## src/rtl/unified_mem_arbiter.sv

```systemverilog
// Arbitrates one single-ported, variable-latency memory between the fetch port and the
// data port, with a registered req/ack handshake, a starvation guard and an access timeout.
module unified_mem_arbiter #(
   parameter int unsigned ADDR_W       = 32,
   parameter int unsigned DATA_W       = 32,
   parameter int unsigned MAX_WAIT     = 15,
   parameter int unsigned STARVE_LIMIT = 4
) (
   input  logic              CLK,
   input  logic              rst,
   input  logic              if_req,
   input  logic [ADDR_W-1:0] if_addr,
   output logic              if_valid,
   output logic [DATA_W-1:0] if_rdata,
   input  logic              dm_req,
   input  logic              dm_we,
   input  logic [ADDR_W-1:0] dm_addr,
   input  logic [DATA_W-1:0] dm_wdata,
   output logic              dm_valid,
   output logic [DATA_W-1:0] dm_rdata,
   output logic              mem_req,
   output logic              mem_we,
   output logic [ADDR_W-1:0] mem_addr,
   output logic [DATA_W-1:0] mem_wdata,
   input  logic              mem_ack,
   input  logic [DATA_W-1:0] mem_rdata,
   output logic              stall_if,
   output logic              stall_mem,
   output logic              err
);

   localparam int unsigned WAIT_W   = 8;
   localparam int unsigned STARVE_W = 4;

   typedef enum logic [1:0] {IDLE, BUSY, RESP} state_t;

   state_t              state;
   logic                owner_dm;
   logic [WAIT_W-1:0]   wait_cnt;
   logic [STARVE_W-1:0] starve_cnt;
   logic                starved;
   logic                fetch_win;

   // Data has priority unless fetch has been passed over STARVE_LIMIT times in a row
   assign starved   = (starve_cnt == STARVE_W'(STARVE_LIMIT));
   assign fetch_win = if_req & (~dm_req | starved);

   assign stall_if  = if_req & ~if_valid;
   assign stall_mem = dm_req & ~dm_valid;

   always_ff @(posedge CLK or posedge rst) begin
      if (rst) begin
         state      <= IDLE;
         owner_dm   <= 1'b0;
         wait_cnt   <= '0;
         starve_cnt <= '0;
         mem_req    <= 1'b0;
         mem_we     <= 1'b0;
         mem_addr   <= '0;
         mem_wdata  <= '0;
         if_valid   <= 1'b0;
         dm_valid   <= 1'b0;
         if_rdata   <= '0;
         dm_rdata   <= '0;
         err        <= 1'b0;
      end else begin
         if_valid <= 1'b0;
         dm_valid <= 1'b0;
         case (state)
            IDLE: begin
               wait_cnt <= '0;
               if (fetch_win) begin
                  owner_dm   <= 1'b0;
                  mem_req    <= 1'b1;
                  mem_we     <= 1'b0;
                  mem_addr   <= if_addr;
                  mem_wdata  <= '0;
                  starve_cnt <= '0;
                  state      <= BUSY;
               end else if (dm_req) begin
                  owner_dm  <= 1'b1;
                  mem_req   <= 1'b1;
                  mem_we    <= dm_we;
                  mem_addr  <= dm_addr;
                  mem_wdata <= dm_wdata;
                  if (!if_req)
                     starve_cnt <= '0;
                  else if (!starved)
                     starve_cnt <= starve_cnt + 1'b1;
                  state     <= BUSY;
               end else begin
                  starve_cnt <= '0;
               end
            end
            BUSY: begin
               // A completion on the timeout cycle takes precedence over the abort
               if (mem_ack) begin
                  mem_req <= 1'b0;
                  if (owner_dm) begin
                     dm_valid <= 1'b1;
                     dm_rdata <= mem_we ? '0 : mem_rdata;
                  end else begin
                     if_valid <= 1'b1;
                     if_rdata <= mem_rdata;
                  end
                  state <= RESP;
               end else if (wait_cnt == WAIT_W'(MAX_WAIT - 1)) begin
                  mem_req <= 1'b0;
                  err     <= 1'b1;
                  if (owner_dm) begin
                     dm_valid <= 1'b1;
                     dm_rdata <= '0;
                  end else begin
                     if_valid <= 1'b1;
                     if_rdata <= '0;
                  end
                  state <= RESP;
               end else begin
                  wait_cnt <= wait_cnt + 1'b1;
               end
            end
            RESP: begin
               wait_cnt <= '0;
               state    <= IDLE;
            end
            default: state <= IDLE;
         endcase
      end
   end

endmodule

```

## config.mk

```make
export PLATFORM = sky130hd
export DESIGN_NAME = unified_mem_arbiter
export DESIGN_NICKNAME = d
export VERILOG_FILES = /design/src/rtl/unified_mem_arbiter.sv
export SDC_FILE = /design/constraint.sdc
export NUM_CORES = 1
export LEC_CHECK = 0
export ABC_AREA = 1
export BUFFER_PORTS_ARGS = -buffer_cell sky130_fd_sc_hd__buf_2
export CORE_UTILIZATION = 40
export CTS_CLUSTER_DIAMETER = 100
export DETAILED_ROUTE_END_ITERATION = 8
export GPL_ROUTABILITY_DRIVEN = 0
export PLACE_DENSITY = 0.7
export SYNTH_ARGS = -nofsm -noshare
export SYNTH_HDL_FRONTEND = slang
export SYNTH_SLANG_ARGS = --single-unit
```

## constraint.sdc

```tcl
create_clock -name CLK -period 4.5 [get_ports CLK]
set_input_delay 0.225 -clock CLK [delete_from_list [all_inputs] [get_ports CLK]]
set_output_delay 0.225 -clock CLK [all_outputs]
set_load 0.01 [all_outputs]
```

**Word-level counts from Yosys, hierarchy flattened**

Index checks and enable logic that the tools add are counted.

- Logic and storage cells: 88
- Register bits after elaboration: 148
- Bits in latches: 0
- Memories: 0
- Bits in writable memories: 0
- Input bits: 134
- Output and inout port bits: 135
- Bits in read-only memories: 0

- Shift-type cells: 0
- Multipliers: 0
- Div/mod/pow operators: 0
- $lt $le $gt $ge: 0
- Muxes and demuxes: 41
- Reductions and logical operators: 14
- Bitwise gates (word level): 9
- Add/subtract/negate cells: 2
- Eq/ne operators: 9

Operators by type and width:

| kind | number |
|---|---|
| two-way mux 32 bit | 13 |
| two-way mux 4 bit | 4 |
| two-way mux 8 bit | 2 |
| case mux 8 bit (2 select lines) | 1 |
| two-way mux 1 bit | 15 |
| AND reduction 3 bit | 5 |
| adder 8 x 1 -> 8 bit, second input constant | 1 |
| == test 8 x 4 -> 1 bit, second input constant | 1 |
| two-way mux 2 bit | 4 |
| nonzero test 2 bit | 4 |
| != test 3 bit, second input constant | 2 |
| AND reduction 2 bit | 3 |
| inverter 1 bit | 5 |
| adder 4 x 1 -> 4 bit, second input constant | 1 |
| == test 4 x 3 -> 1 bit, second input constant | 1 |
| != test 2 bit, second input constant | 2 |
| != test 4 x 3 -> 1 bit, second input constant | 1 |
| case mux 2 bit (2 select lines) | 1 |
| AND 1 bit | 3 |
| == test 2 x 1 -> 1 bit, second input constant | 1 |
| == test 2 bit, second input constant | 1 |
| logical NOT 2 bit | 1 |
| case mux 1 bit (2 select lines) | 1 |
| OR reduction 2 bit | 1 |
| OR 1 bit | 1 |

**Longest topological paths before layout**

Gate-level depths: netlist (run 1).

- Depth after elaboration: 5
- Mapped depth: 10
- Depth with buffers taken out: 9

**Worst setup path after synthesis (run 1)**

Ideal clock, no wire load.

- Path type: register to register
- From: register wait_cnt[0]
- To: register if_rdata[31]
- Period minus slack after synthesis: 1.484 ns
- Arrival time: 1.366 ns
- Stages on the path, launching flop included: 11
- Setup slack: 3.016 ns
- Data required time: 4.383 ns
- Setup time: 0.117 ns
- Buffers on the path: 1
- Cell sequence: dfrtp_1 -> inv_1 -> ha_1 -> inv_1 -> nor2_1 -> nand3_2 -> nand2_4 -> nand3_4 -> buf_6 -> nand2_1 -> nand2_1

- Cells in the longest elaborated chain, start to end: 3

RTL lines:

| what | RTL line | RTL |
|---|---|---|
| start, declared | 39 | `logic [WAIT_W-1:0] wait_cnt;` |
| start signal, assigned | 119 | `wait_cnt <= wait_cnt + 1'b1;` |
| == test 8 x 4 -> 1 bit | 107 | `end else if (wait_cnt == WAIT_W'(MAX_WAIT - 1)) begin` |
| nonzero test 2 bit (no source line) | - |  |
| AND reduction 3 bit (no source line) | - |  |
| end signal, assigned | 104 | `if_rdata <= mem_rdata;` |
| end, declared | 14 | `output logic [DATA_W-1:0] if_rdata,` |

Every way passes these cells.
A chain may end at the register's enable or synchronous reset.

**Worst setup path after layout (run 1)**

- From: register owner_dm
- To: register if_rdata[8]

- Cells in the longest elaborated chain, start to end: 2

RTL lines:

| what | RTL line | RTL |
|---|---|---|
| start, declared | 38 | `logic owner_dm;` |
| start signal, assigned | 54 | `owner_dm <= 1'b0;` |
| start signal, assigned | 73 | `owner_dm <= 1'b0;` |
| start signal, assigned | 81 | `owner_dm <= 1'b1;` |
| inverter 1 bit (no source line) | - |  |
| AND reduction 3 bit (no source line) | - |  |

Every way passes these cells.

==> impl_metrics.py, run 1 <==
metrics = {
    "worst_setup_path": {
        "cp-endpoint": "if_rdata[8]",
        "worst_setup_path_startpoint": "owner_dm",
        "arrival_ns": 2.92,
        "crit_fanout": 34,
        "path_class": "register to register",
        "worstReg2RegEnd": "if_rdata[8]",
        "crit_path_cell_trace": "buf_4, clkinv_1, nand3_4, nand2_1, nand2_1",
        "critical_path_depth": 5,
        "worst_setup_path_start_kind": "register",
        "crit_path_end_kind": "register",
        "cpLargestDelayFamily": "buffers and inverters",
        "depth_of_the_most_critical_reg_to_reg_path": 5,
        "critical_path.most_common_cell": "sky130_fd_sc_hd__nand2_1",
        "worst-endpoint-required_ns": 4.86,
        "r2r_setup_slack_ns": 1.95,
        "r2r_start": "owner_dm",
        "timing.critical_path.buf_inv": 2,
        "critPathMaxStageDelay_ns": 0.87,
        "slowest_stage": "sky130_fd_sc_hd__clkinv_1",
    },
    "clocking": {
        "worst_skew_pair.late_latency_ns": 0.43,
        "clockRootBuffer": "sky130_fd_sc_hd__clkbuf_16",
        "worst_setup_hold_path_clk_slew_ns": 0.07,
        "cts_inserted_buffers": 17,
        "h-tree-depth": 4,
        "cts_tree": "yes",
        "ctsResizeCount": 0,
        "cts_max_path_buffers": 2,
        "cts.sinks": 148,
    },
    "die": {
        "dieArea_mm2": 0.0179,
        "ioPinCount": 269,
        "num_rows": 47,
        "start_util": 0.414,
        "core_area_mm2": 0.0168,
        "die_x_um": 134,
        "die_height_um": 134,
    },
    "route": {
        "vias_per_cell": 4.78,
        "routed_wl_mm": 19.3,
        "wl_per_cell_um": 14.4,
        "detailedRoute.firstPassIterationCount": 4,
        "drcViolationCount": 0,
        "postRouteAntennaNets": 0,
        "drt_iter0_markers": 382,
        "via_count": 6418,
    },
    "timing": {
        "worstMarginPinSlew_ns": 1.12,
        "post_route_worst_setup_slack_ns": 1.95,
        "summed_negative_setup_slack_over_all_endpoints_ns": 0,
        "timing.final.crit_period_ns": 2.55,
        "max_slew_violation_count": 0,
        "skew_ns": 0.0114,
        "final_min_period_over_clock_period": 0.567,
        "clock.fmax_mhz": 392,
        "unrepaired_setup_endpoints_after_global_routing": "false",
        "finalSetupViolations": 0,
        "slew_headroom": 0.253,
        "timing.final.hold_violations": 0,
    },
    "worst_hold_path": {
        "holdCritPathClass": "input pin to register",
    },
    "power_and_ir_drop": {
        "power.internal_mw": 3.61,
        "power_density_mw_per_mm2": 677,
        "power.share.sequential": 0.383,
        "power_frac_comb": 0.368,
        "peakVddDrop_v": 0.000306,
        "switchingPower_mw": 2.44,
        "p_leak_nw": 5.19,
        "swShare": 0.403,
        "p_clk_frac": 0.249,
    },
    "synthesis": {
        "synth.ff_latch_count": 148,
        "ys_async_sr_fraction": 1.00,
        "synth-main-ff-cell": "sky130_fd_sc_hd__dfrtp_1",
        "synthesis.area_per_instance_um2": 7.99,
        "ys_top_cells_by_area": "sky130_fd_sc_hd__dfrtp_1, sky130_fd_sc_hd__nand2_1, sky130_fd_sc_hd__nand4_1",
        "synth_edf_count": 0,
        "synth_commonest_cells": "sky130_fd_sc_hd__nand2_1, sky130_fd_sc_hd__dfrtp_1, sky130_fd_sc_hd__nor2_1",
        "synth_largest_type_area_fraction": 0.532,
        "synth.distinct_cells": 26,
        "synth_most_common_cell": "sky130_fd_sc_hd__nand2_1",
        "synth_fp_nets": 1010,
        "yosysWarningCount": 0,
        "post_synth_inst_count": 872,
        "synth_seq_area_share": 0.532,
        "synth_largest_area_cell": "sky130_fd_sc_hd__dfrtp_1",
        "area_of_the_mapped_netlist_mm2": 0.00697,
    },
    "placed_design": {
        "pre_cts_ws_ns": 1.97,
        "portBuffers": 268,
        "place.detailed.hpwl_mm": 13.2,
    },
    "cells_and_area": {
        "final_layout_size_suffix_gt1_frac": 0.285,
        "layout-area-overhead-vs-synth_pct": 28.1,
        "design.final.nets": 1246,
    },
    "flow_run": {
        "timing.max_cap.violations": 0,
    },
    "global_route": {
        "grt_pass1_wl_mm": 31.0,
        "antenna_violations_before_repair": 1,
        "grt_start_max_net_pins": 99,
        "track_usage": 0.224,
        "globalRoute.totalOverflow": 0,
        "first_global_vias": 6004,
    },
    "run_status": {
        "status": "finished clean",
    },
}
==> kinds of logic after synthesis <==
family,Yosys count,share of synthesized area
AND/OR/NAND/NOR,562,0.344
adder cells (fa/ha/maj),4,0.00718
AO/OA/AOI/OAI,39,0.0300
flip-flops,148,0.532
buffers and inverters,114,0.0814
XOR/XNOR,5,0.00629
==> through the flow <==
step           total power [mW]  instance area [µm²]  instances  hold WS [ns]  utilization
2_1_floorplan              3.70                 6970        872         0.366            -
3_3_place_gp               4.53                 8290       1308         0.394        0.493
3_5_place_dp               4.58                 8290       1308         0.395        0.493
4_1_cts                    6.11                 8920       1341       0.00456        0.531
5_1_grt                    6.49                 8930       1342        0.0144        0.531
6_report                   6.05                 8930       1342        0.0208        0.531
==> power groups by stage <==
stage | Clock, mW | Combinational [mW] | Sequential, mW
2_1_floorplan | 0 | 1.20 | 2.50
3_3_place_gp | 0 | 2.21 | 2.33
3_5_place_dp | 0 | 2.26 | 2.32
4_1_cts | 1.54 | 2.26 | 2.32
5_1_grt | 1.59 | 2.52 | 2.39
6_report | 1.51 | 2.22 | 2.31
==> worst min-delay path by stage <==
stage / from / end / slack (ns) / cells after the start
6_report: dm_wdata[19] / mem_wdata[19] / 0.02 / 3
3_3_place_gp: rst / mem_addr[21] / 0.39 / 2
5_1_grt: dm_wdata[25] / mem_wdata[25] / 0.01 / 3
4_1_cts: dm_wdata[7] / mem_wdata[7] / 0.005 / 3
3_5_place_dp: rst / mem_addr[19] / 0.39 / 2
2_1_floorplan: dm_wdata[0] / mem_wdata[0] / 0.37 / 2
==> worst register-to-register path: stages (launching register included) <==
cell	delay (ns)
sky130_fd_sc_hd__dfrtp_1	0.32
sky130_fd_sc_hd__buf_4	0.36
sky130_fd_sc_hd__clkinv_1	0.89
sky130_fd_sc_hd__nand3_4	0.73
sky130_fd_sc_hd__nand2_1	0.12
sky130_fd_sc_hd__nand2_1	0.08
==> flip-flops by register name, summed over array words and instances, names as in the netlist <==
signal / cells
dm_rdata: 32
dm_valid: 1
err: 1
if_rdata: 32
if_valid: 1
mem_addr: 32
mem_req: 1
mem_wdata: 32
mem_we: 1
owner_dm: 1
starve_cnt: 4
state: 2
wait_cnt: 8
==> repair_timing <==
| item | in CTS | in global routing |
|---|---|---|
| hold buffers | 1 | 0 |
| setup buffers | 0 | 0 |
| hold endpoints to repair | 73 | 0 |
==> per-layer routing <==
layer | track usage | vias to the layer above | part of all wire
met4 | 0.0840 | 0 | 0.021
li1 | - | 3238 | -
met2 | 0.356 | 223 | 0.48
met3 | 0.0737 | 24 | 0.079
met1 | 0.284 | 2933 | 0.42
met5 | 0 | - | 0
==> cell usage in the layout, fill, tap and decap left out <==
cell type | Yosys | final
sky130_fd_sc_hd__nand2_4 | 1 | 2
sky130_fd_sc_hd__buf_4 | 6 | 7
sky130_fd_sc_hd__inv_1 | 51 | 50
sky130_fd_sc_hd__xor2_1 | 4 | 4
sky130_fd_sc_hd__o21ai_0 | 36 | 36
sky130_fd_sc_hd__clkinv_1 | 1 | 1
sky130_fd_sc_hd__nand4_1 | 65 | 65
sky130_fd_sc_hd__xnor2_1 | 1 | 1
sky130_fd_sc_hd__inv_8 | 0 | 2
sky130_fd_sc_hd__nand3_1 | 49 | 49
sky130_fd_sc_hd__inv_2 | 3 | 3
sky130_fd_sc_hd__dlygate4sd3_1 | 0 | 1
sky130_fd_sc_hd__nor3_1 | 1 | 1
sky130_fd_sc_hd__clkbuf_8 | 0 | 1
sky130_fd_sc_hd__diode_2 | 0 | 1
sky130_fd_sc_hd__nor2_1 | 81 | 81
sky130_fd_sc_hd__nor2_4 | 2 | 2
sky130_fd_sc_hd__clkinv_4 | 0 | 2
sky130_fd_sc_hd__inv_6 | 0 | 5
sky130_fd_sc_hd__clkbuf_16 | 0 | 17
sky130_fd_sc_hd__dfrtp_1 | 148 | 148
sky130_fd_sc_hd__nand3_2 | 1 | 1
sky130_fd_sc_hd__a21oi_4 | 1 | 1
sky130_fd_sc_hd__a21o_1 | 1 | 1
sky130_fd_sc_hd__a21oi_1 | 1 | 1
sky130_fd_sc_hd__nand3_4 | 2 | 2
sky130_fd_sc_hd__nor2_2 | 1 | 1
sky130_fd_sc_hd__clkinvlp_4 | 0 | 3
sky130_fd_sc_hd__nand2_1 | 359 | 358
sky130_fd_sc_hd__bufinv_16 | 0 | 3
sky130_fd_sc_hd__buf_2 | 21 | 268
sky130_fd_sc_hd__ha_1 | 4 | 4
==> layout make-up <==
type | count | area [µm²]
diodes | 1 | 2.50
clock buffers | 18 | 439
clock inverters | 14 | 188
fillers | 1654 | 7890
inverters | 55 | 211
multi-input cells | 610 | 2700
flip-flops and latches | 148 | 3700
well taps | 220 | 275
repair buffers | 276 | 1400
Note: power is estimated with default switching activity, not from simulation.
==> run 2: changes to the inputs <==
==> constraint.sdc (replaced) <==
create_clock -name CLK -period 2.2 [get_ports CLK]
set_input_delay 0.11 -clock CLK [delete_from_list [all_inputs] [get_ports CLK]]
set_output_delay 0.11 -clock CLK [all_outputs]
set_load 0.01 [all_outputs]
==> impl_metrics.py, run 2 (synthesis results as in run 1) <==
metrics = {
    "run_status": {
        "status": "finished clean",
    },
    "route": {
        "drcViolationCount": 0,
        "vias_per_cell": 4.96,
        "routed_wl_mm": 22.2,
        "via_count": 7263,
        "drt_iter0_markers": 350,
        "detailedRoute.firstPassIterationCount": 4,
        "wl_per_cell_um": 15.2,
        "postRouteAntennaNets": 0,
    },
    "worst_hold_path": {
        "worstHoldStart": "dm_addr[23]",
        "min_path_cells": 5,
        "holdCritPathClass": "input pin to register",
        "hold_end": "mem_addr[23]",
    },
    "power_and_ir_drop": {
        "p_leak_nw": 5.73,
        "switchingPower_mw": 5.23,
        "peakVddDrop_v": 0.000680,
        "power.internal_mw": 7.45,
        "power_frac_comb": 0.401,
        "power.share.sequential": 0.373,
        "swShare": 0.413,
        "power_density_mw_per_mm2": 1250,
        "p_clk_frac": 0.226,
    },
    "worst_setup_path": {
        "worstReg2RegEnd": "mem_addr[16]",
        "crit_fanout": 20,
        "worst_setup_path_startpoint": "starve_cnt[0]",
        "r2r_start": "starve_cnt[0]",
        "path_class": "register to register",
        "worst_setup_path_start_kind": "register",
        "r2r_setup_slack_ns": 0.15,
        "arrival_ns": 2.41,
        "worst-endpoint-required_ns": 2.56,
        "crit_path_end_kind": "register",
        "depth_of_the_most_critical_reg_to_reg_path": 10,
    },
    "die": {
        "die_height_um": 134,
        "die_x_um": 134,
        "start_util": 0.414,
        "dieArea_mm2": 0.0179,
        "num_rows": 47,
        "core_area_mm2": 0.0168,
        "ioPinCount": 269,
    },
    "timing": {
        "timing.final.crit_period_ns": 2.05,
        "summed_negative_setup_slack_over_all_endpoints_ns": 0,
        "finalSetupViolations": 0,
        "skew_ns": 0.0128,
        "max_slew_violation_count": 0,
        "worstMarginPinSlew_ns": 0.786,
        "timing.final.hold_violations": 0,
        "hold-worst-slack_ns": 0.0155,
        "final_min_period_over_clock_period": 0.932,
        "slew_headroom": 0.476,
        "clock.fmax_mhz": 488,
        "unrepaired_setup_endpoints_after_global_routing": "false",
    },
    "cells_and_area": {
        "design.final.nets": 1369,
        "layout_common_cells": "sky130_fd_sc_hd__nand2_1, sky130_fd_sc_hd__buf_2, sky130_fd_sc_hd__dfrtp_1",
        "finalNonFillerCells": 1465,
        "postLayoutCoreUtil": 0.605,
        "finish.instance_area_mm2": 0.0102,
        "nFillCells": 1461,
        "final_layout_size_suffix_gt1_frac": 0.272,
        "layout-area-overhead-vs-synth_pct": 46.1,
        "commonest_non_fill_non_tap_cell_in_the_layout": "sky130_fd_sc_hd__nand2_1",
    },
    "clocking": {
        "worst_skew_pair.late_latency_ns": 0.42,
        "cts_inserted_buffers": 17,
        "clockRootBuffer": "sky130_fd_sc_hd__clkbuf_16",
        "cts_tree": "yes",
        "cts.sinks": 148,
        "worst_setup_hold_path_clk_slew_ns": 0.07,
        "h-tree-depth": 4,
        "cts_max_path_buffers": 2,
    },
    "global_route": {
        "antenna_violations_before_repair": 1,
        "grt_start_max_net_pins": 149,
        "grt_pass1_wl_mm": 35.6,
        "first_global_vias": 7161,
        "globalRoute.totalOverflow": 0,
        "track_usage": 0.252,
    },
    "placed_design": {
        "place.detailed.hpwl_mm": 14.0,
        "place.detailed.instances": 1319,
        "portBuffers": 268,
        "placement.cell_area_mm2": 0.00842,
    },
    "flow_run": {
        "timing.max_cap.violations": 0,
    },
}
## run 2: cell types whose count changed in the layout (fill, tap and decap cells not counted), sizes merged
cell and delta:
dlygate4sd3 +108, bufinv -2, clkinv +4, nand2 +1, buf +13, clkinvlp -2
inv +1
## run 2: power by group through the flow
stage	combinational [mW]	sequential (mW)	clock (mW)
floorplan	2.46	5.11	0
global placement	4.72	4.72	0
detailed placement	4.85	4.72	0
CTS	5.01	4.71	2.93
global route	5.64	4.85	3.04
finish	5.09	4.72	2.87
## run 2: area by class of cell
class | count | area (µm²) | share of cell area
well taps | 220 | 275 | 0.0270
clock inverters | 15 | 160 | 0.0157
clock buffers | 17 | 425 | 0.0418
repair buffers | 398 | 2670 | 0.262
inverters | 55 | 210 | 0.0206
diodes | 1 | 2.50 | 0.000246
flip-flops and latches | 148 | 3700 | 0.364
multi-input cells | 611 | 2740 | 0.269
## run 2: critical path, cell delays in order (launching register included)
cell and delay, ns:
sky130_fd_sc_hd__dfrtp_1 0.41, sky130_fd_sc_hd__inv_1 0.09, sky130_fd_sc_hd__ha_1 0.18, sky130_fd_sc_hd__nand3_2 0.11, sky130_fd_sc_hd__nand2_4 0.12, sky130_fd_sc_hd__nand2_8 0.11, sky130_fd_sc_hd__buf_16 0.19, sky130_fd_sc_hd__nand2_1 0.06
sky130_fd_sc_hd__nand2_1 0.04, sky130_fd_sc_hd__o21ai_0 0.12, sky130_fd_sc_hd__dlygate4sd3_1 0.56
## run 2: how the worst max path moves through the flow
stage	endpoint	slack, ns	cells past startpoint
final	mem_addr[16]	0.15	10
after global routing	mem_addr[16]	0.04	10
after CTS	mem_addr[16]	0.02	10
after detailed placement	if_rdata[7]	0.23	9
after global placement	if_rdata[15]	0.31	9
after floorplan	dm_rdata[0]	0.23	1
## run 2: per-stage QoR
stage	setup WS [ns]	total power, mW
2_1_floorplan	0.229	7.57
3_3_place_gp	0.310	9.44
3_5_place_dp	0.229	9.56
4_1_cts	0.0205	12.6
5_1_grt	0.0358	13.5
6_report	0.149	12.7
## run 2: per-layer routing
metal	routed length [µm]	global-route usage	share of wire	vias up
met1	9040	0.302	0.41	3404
met2	10800	0.419	0.48	308
met3	1450	0.0574	0.065	63
met4	1000	0.142	0.045	0
met5	0	0	0	-
li1	-	-	-	3488
## run 2: repair_timing
item | 4_1_cts | 5_1_grt
setup buffers | 0 | 2
endpoints found under the setup margin | 0 | 2
gates resized for setup | 0 | 6
hold buffers | 109 | 0
endpoints found under the hold margin | 243 | 0
==> run 3: changes to the inputs <==
==> constraint.sdc (replaced) <==
create_clock -name CLK -period 1.87 [get_ports CLK]
set_input_delay 0.0935 -clock CLK [delete_from_list [all_inputs] [get_ports CLK]]
set_output_delay 0.0935 -clock CLK [all_outputs]
set_load 0.01 [all_outputs]
==> impl_metrics.py, run 3 (synthesis results as in run 1) <==
metrics = {
    "run_status": {
        "status": "finished clean",
    },
    "power_and_ir_drop": {
        "peakVddDrop_v": 0.000714,
        "post-layout-total-power_mw": 15.2,
        "p_leak_nw": 5.81,
        "power_density_mw_per_mm2": 1460,
    },
    "global_route": {
        "track_usage": 0.260,
        "grt_start_max_net_pins": 101,
        "antenna_violations_before_repair": 1,
        "grt_pass1_wl_mm": 36.9,
        "globalRoute.totalOverflow": 0,
        "first_global_vias": 7451,
    },
    "route": {
        "drt_iter0_markers": 474,
        "drcViolationCount": 0,
        "detailedRoute.firstPassIterationCount": 9,
        "via_count": 7475,
        "routed_wl_mm": 23.3,
        "wl_per_cell_um": 15.7,
        "postRouteAntennaNets": 0,
        "vias_per_cell": 5.04,
    },
    "worst_hold_path": {
        "holdCritPathClass": "input pin to register",
        "worstHoldStart": "dm_addr[15]",
    },
    "cells_and_area": {
        "design.final.nets": 1388,
        "nFillCells": 1431,
        "final_layout_size_suffix_gt1_frac": 0.267,
        "layout-area-overhead-vs-synth_pct": 49.2,
        "sequential_cell_area_mm2": 0.00370,
        "layout_common_cells": "sky130_fd_sc_hd__nand2_1, sky130_fd_sc_hd__buf_2, sky130_fd_sc_hd__dfrtp_1",
        "commonest_non_fill_non_tap_cell_in_the_layout": "sky130_fd_sc_hd__nand2_1",
        "multi_input_comb_area_mm2": 0.00275,
    },
    "timing": {
        "worstMarginPinSlew_ns": 0.557,
        "clock.fmax_mhz": 573,
        "skew_ns": 0.0101,
        "unrepaired_setup_endpoints_after_global_routing": "true",
        "slew_headroom": 0.628,
        "timing.final.crit_period_ns": 1.75,
        "finalSetupViolations": 0,
        "timing.final.hold_violations": 0,
        "max_slew_violation_count": 0,
        "final_min_period_over_clock_period": 0.934,
        "summed_negative_setup_slack_over_all_endpoints_ns": 0,
    },
    "worst_setup_path": {
        "worstReg2RegEnd": "mem_req",
        "r2r_start": "wait_cnt[0]",
        "worst_setup_path_startpoint": "wait_cnt[0]",
        "r2r_setup_slack_ns": 0.12,
        "arrival_ns": 2.05,
        "worst_setup_path_start_kind": "register",
        "path_class": "register to register",
        "crit_path_end_kind": "register",
        "cp-endpoint": "mem_req",
        "worst-endpoint-required_ns": 2.17,
        "depth_of_the_most_critical_reg_to_reg_path": 10,
        "crit_fanout": 16,
    },
    "die": {
        "die_x_um": 134,
        "num_rows": 47,
        "core_area_mm2": 0.0168,
        "start_util": 0.414,
        "dieArea_mm2": 0.0179,
        "ioPinCount": 269,
        "die_height_um": 134,
    },
    "clocking": {
        "worst_skew_pair.late_latency_ns": 0.42,
        "cts_tree": "yes",
        "clockRootBuffer": "sky130_fd_sc_hd__clkbuf_16",
        "cts.sinks": 148,
        "h-tree-depth": 4,
        "worst_setup_hold_path_clk_slew_ns": 0.06,
        "cts_max_path_buffers": 2,
        "cts_inserted_buffers": 17,
    },
    "flow_run": {
        "timing.max_cap.violations": 0,
    },
    "placed_design": {
        "portBuffers": 268,
        "place.detailed.hpwl_mm": 13.9,
    },
}
-- run 3: changes by cell type in the layout (fill, tap and decap cells not counted), sizes merged, moves of 2 or more --
cell,change
inv,-4
nand3,+2
dlygate4sd3,+17
buf,+2
clkinvlp,+2
-- run 3: per-layer routing --
layer	wire length, µm	vias up	GRT usage
li1	-	3540	-
met1	9320	3503	0.318
met2	11200	367	0.423
met5	0	-	0
met3	1740	65	0.0593
met4	1050	0	0.146
-- run 3: layout make-up --
cell class / count / share of cell area
antenna: 1 / 0.000241
clock buffer: 19 / 0.0436
clock inverter: 13 / 0.0143
inverter: 55 / 0.0202
multi-input combinational: 612 / 0.264
sequential: 148 / 0.356
tap: 220 / 0.0265
timing repair buffer: 416 / 0.275
-- run 3: critical path, cell delays in order, from the launching register on --
cell                      delay [ns]
sky130_fd_sc_hd__dfrtp_1        0.41
sky130_fd_sc_hd__inv_1          0.11
sky130_fd_sc_hd__ha_1           0.17
sky130_fd_sc_hd__inv_1          0.04
sky130_fd_sc_hd__nor2_1         0.12
sky130_fd_sc_hd__nand3_2        0.13
sky130_fd_sc_hd__nand2_4        0.18
sky130_fd_sc_hd__buf_4          0.25
sky130_fd_sc_hd__nand2_1        0.11
sky130_fd_sc_hd__nand2_1        0.09
sky130_fd_sc_hd__nand2_1        0.05
-- run 3: repair_timing --
item                                    4_1_cts  5_1_grt
hold buffers                                126        0
endpoints found under the hold margin       246        0
resized for setup                             0        4
endpoints found under the setup margin        0       67
buffers inserted                              0        0
-- run 3: worst min path at each step --
stage                        end  slack [ns]  cells past startpoint
global placement    mem_addr[18]        0.22                      3
CTS                 mem_addr[25]       0.002                      5
finish              mem_addr[15]        0.02                      5
global route        mem_addr[19]        0.04                      5
floorplan           mem_wdata[0]        0.23                      2
detailed placement  mem_addr[18]        0.22                      3
-- run 3: stage by stage --
stage | instance area, µm² | hold slack [ns] | setup WS [ns] | utilization | instances
finish | 10400 | 0.0234 | 0.124 | 0.618 | 1484
global route | 10400 | 0.0425 | -0.0672 | 0.618 | 1484
CTS | 10300 | 0.00238 | 0.0704 | 0.615 | 1481
detailed placement | 8490 | 0.218 | 0.0806 | 0.505 | 1323
global placement | 8490 | 0.217 | 0.153 | 0.505 | 1323
floorplan | 6970 | 0.234 | -0.0845 | - | 872
-- run 3: where the power goes --
part / internal, mW / leakage (nW) / switching (mW)
clock network: 2.06 / 0.292 / 1.43
registers: 4.61 / 1.89 / 0.913
logic: 2.28 / 3.63 / 3.87
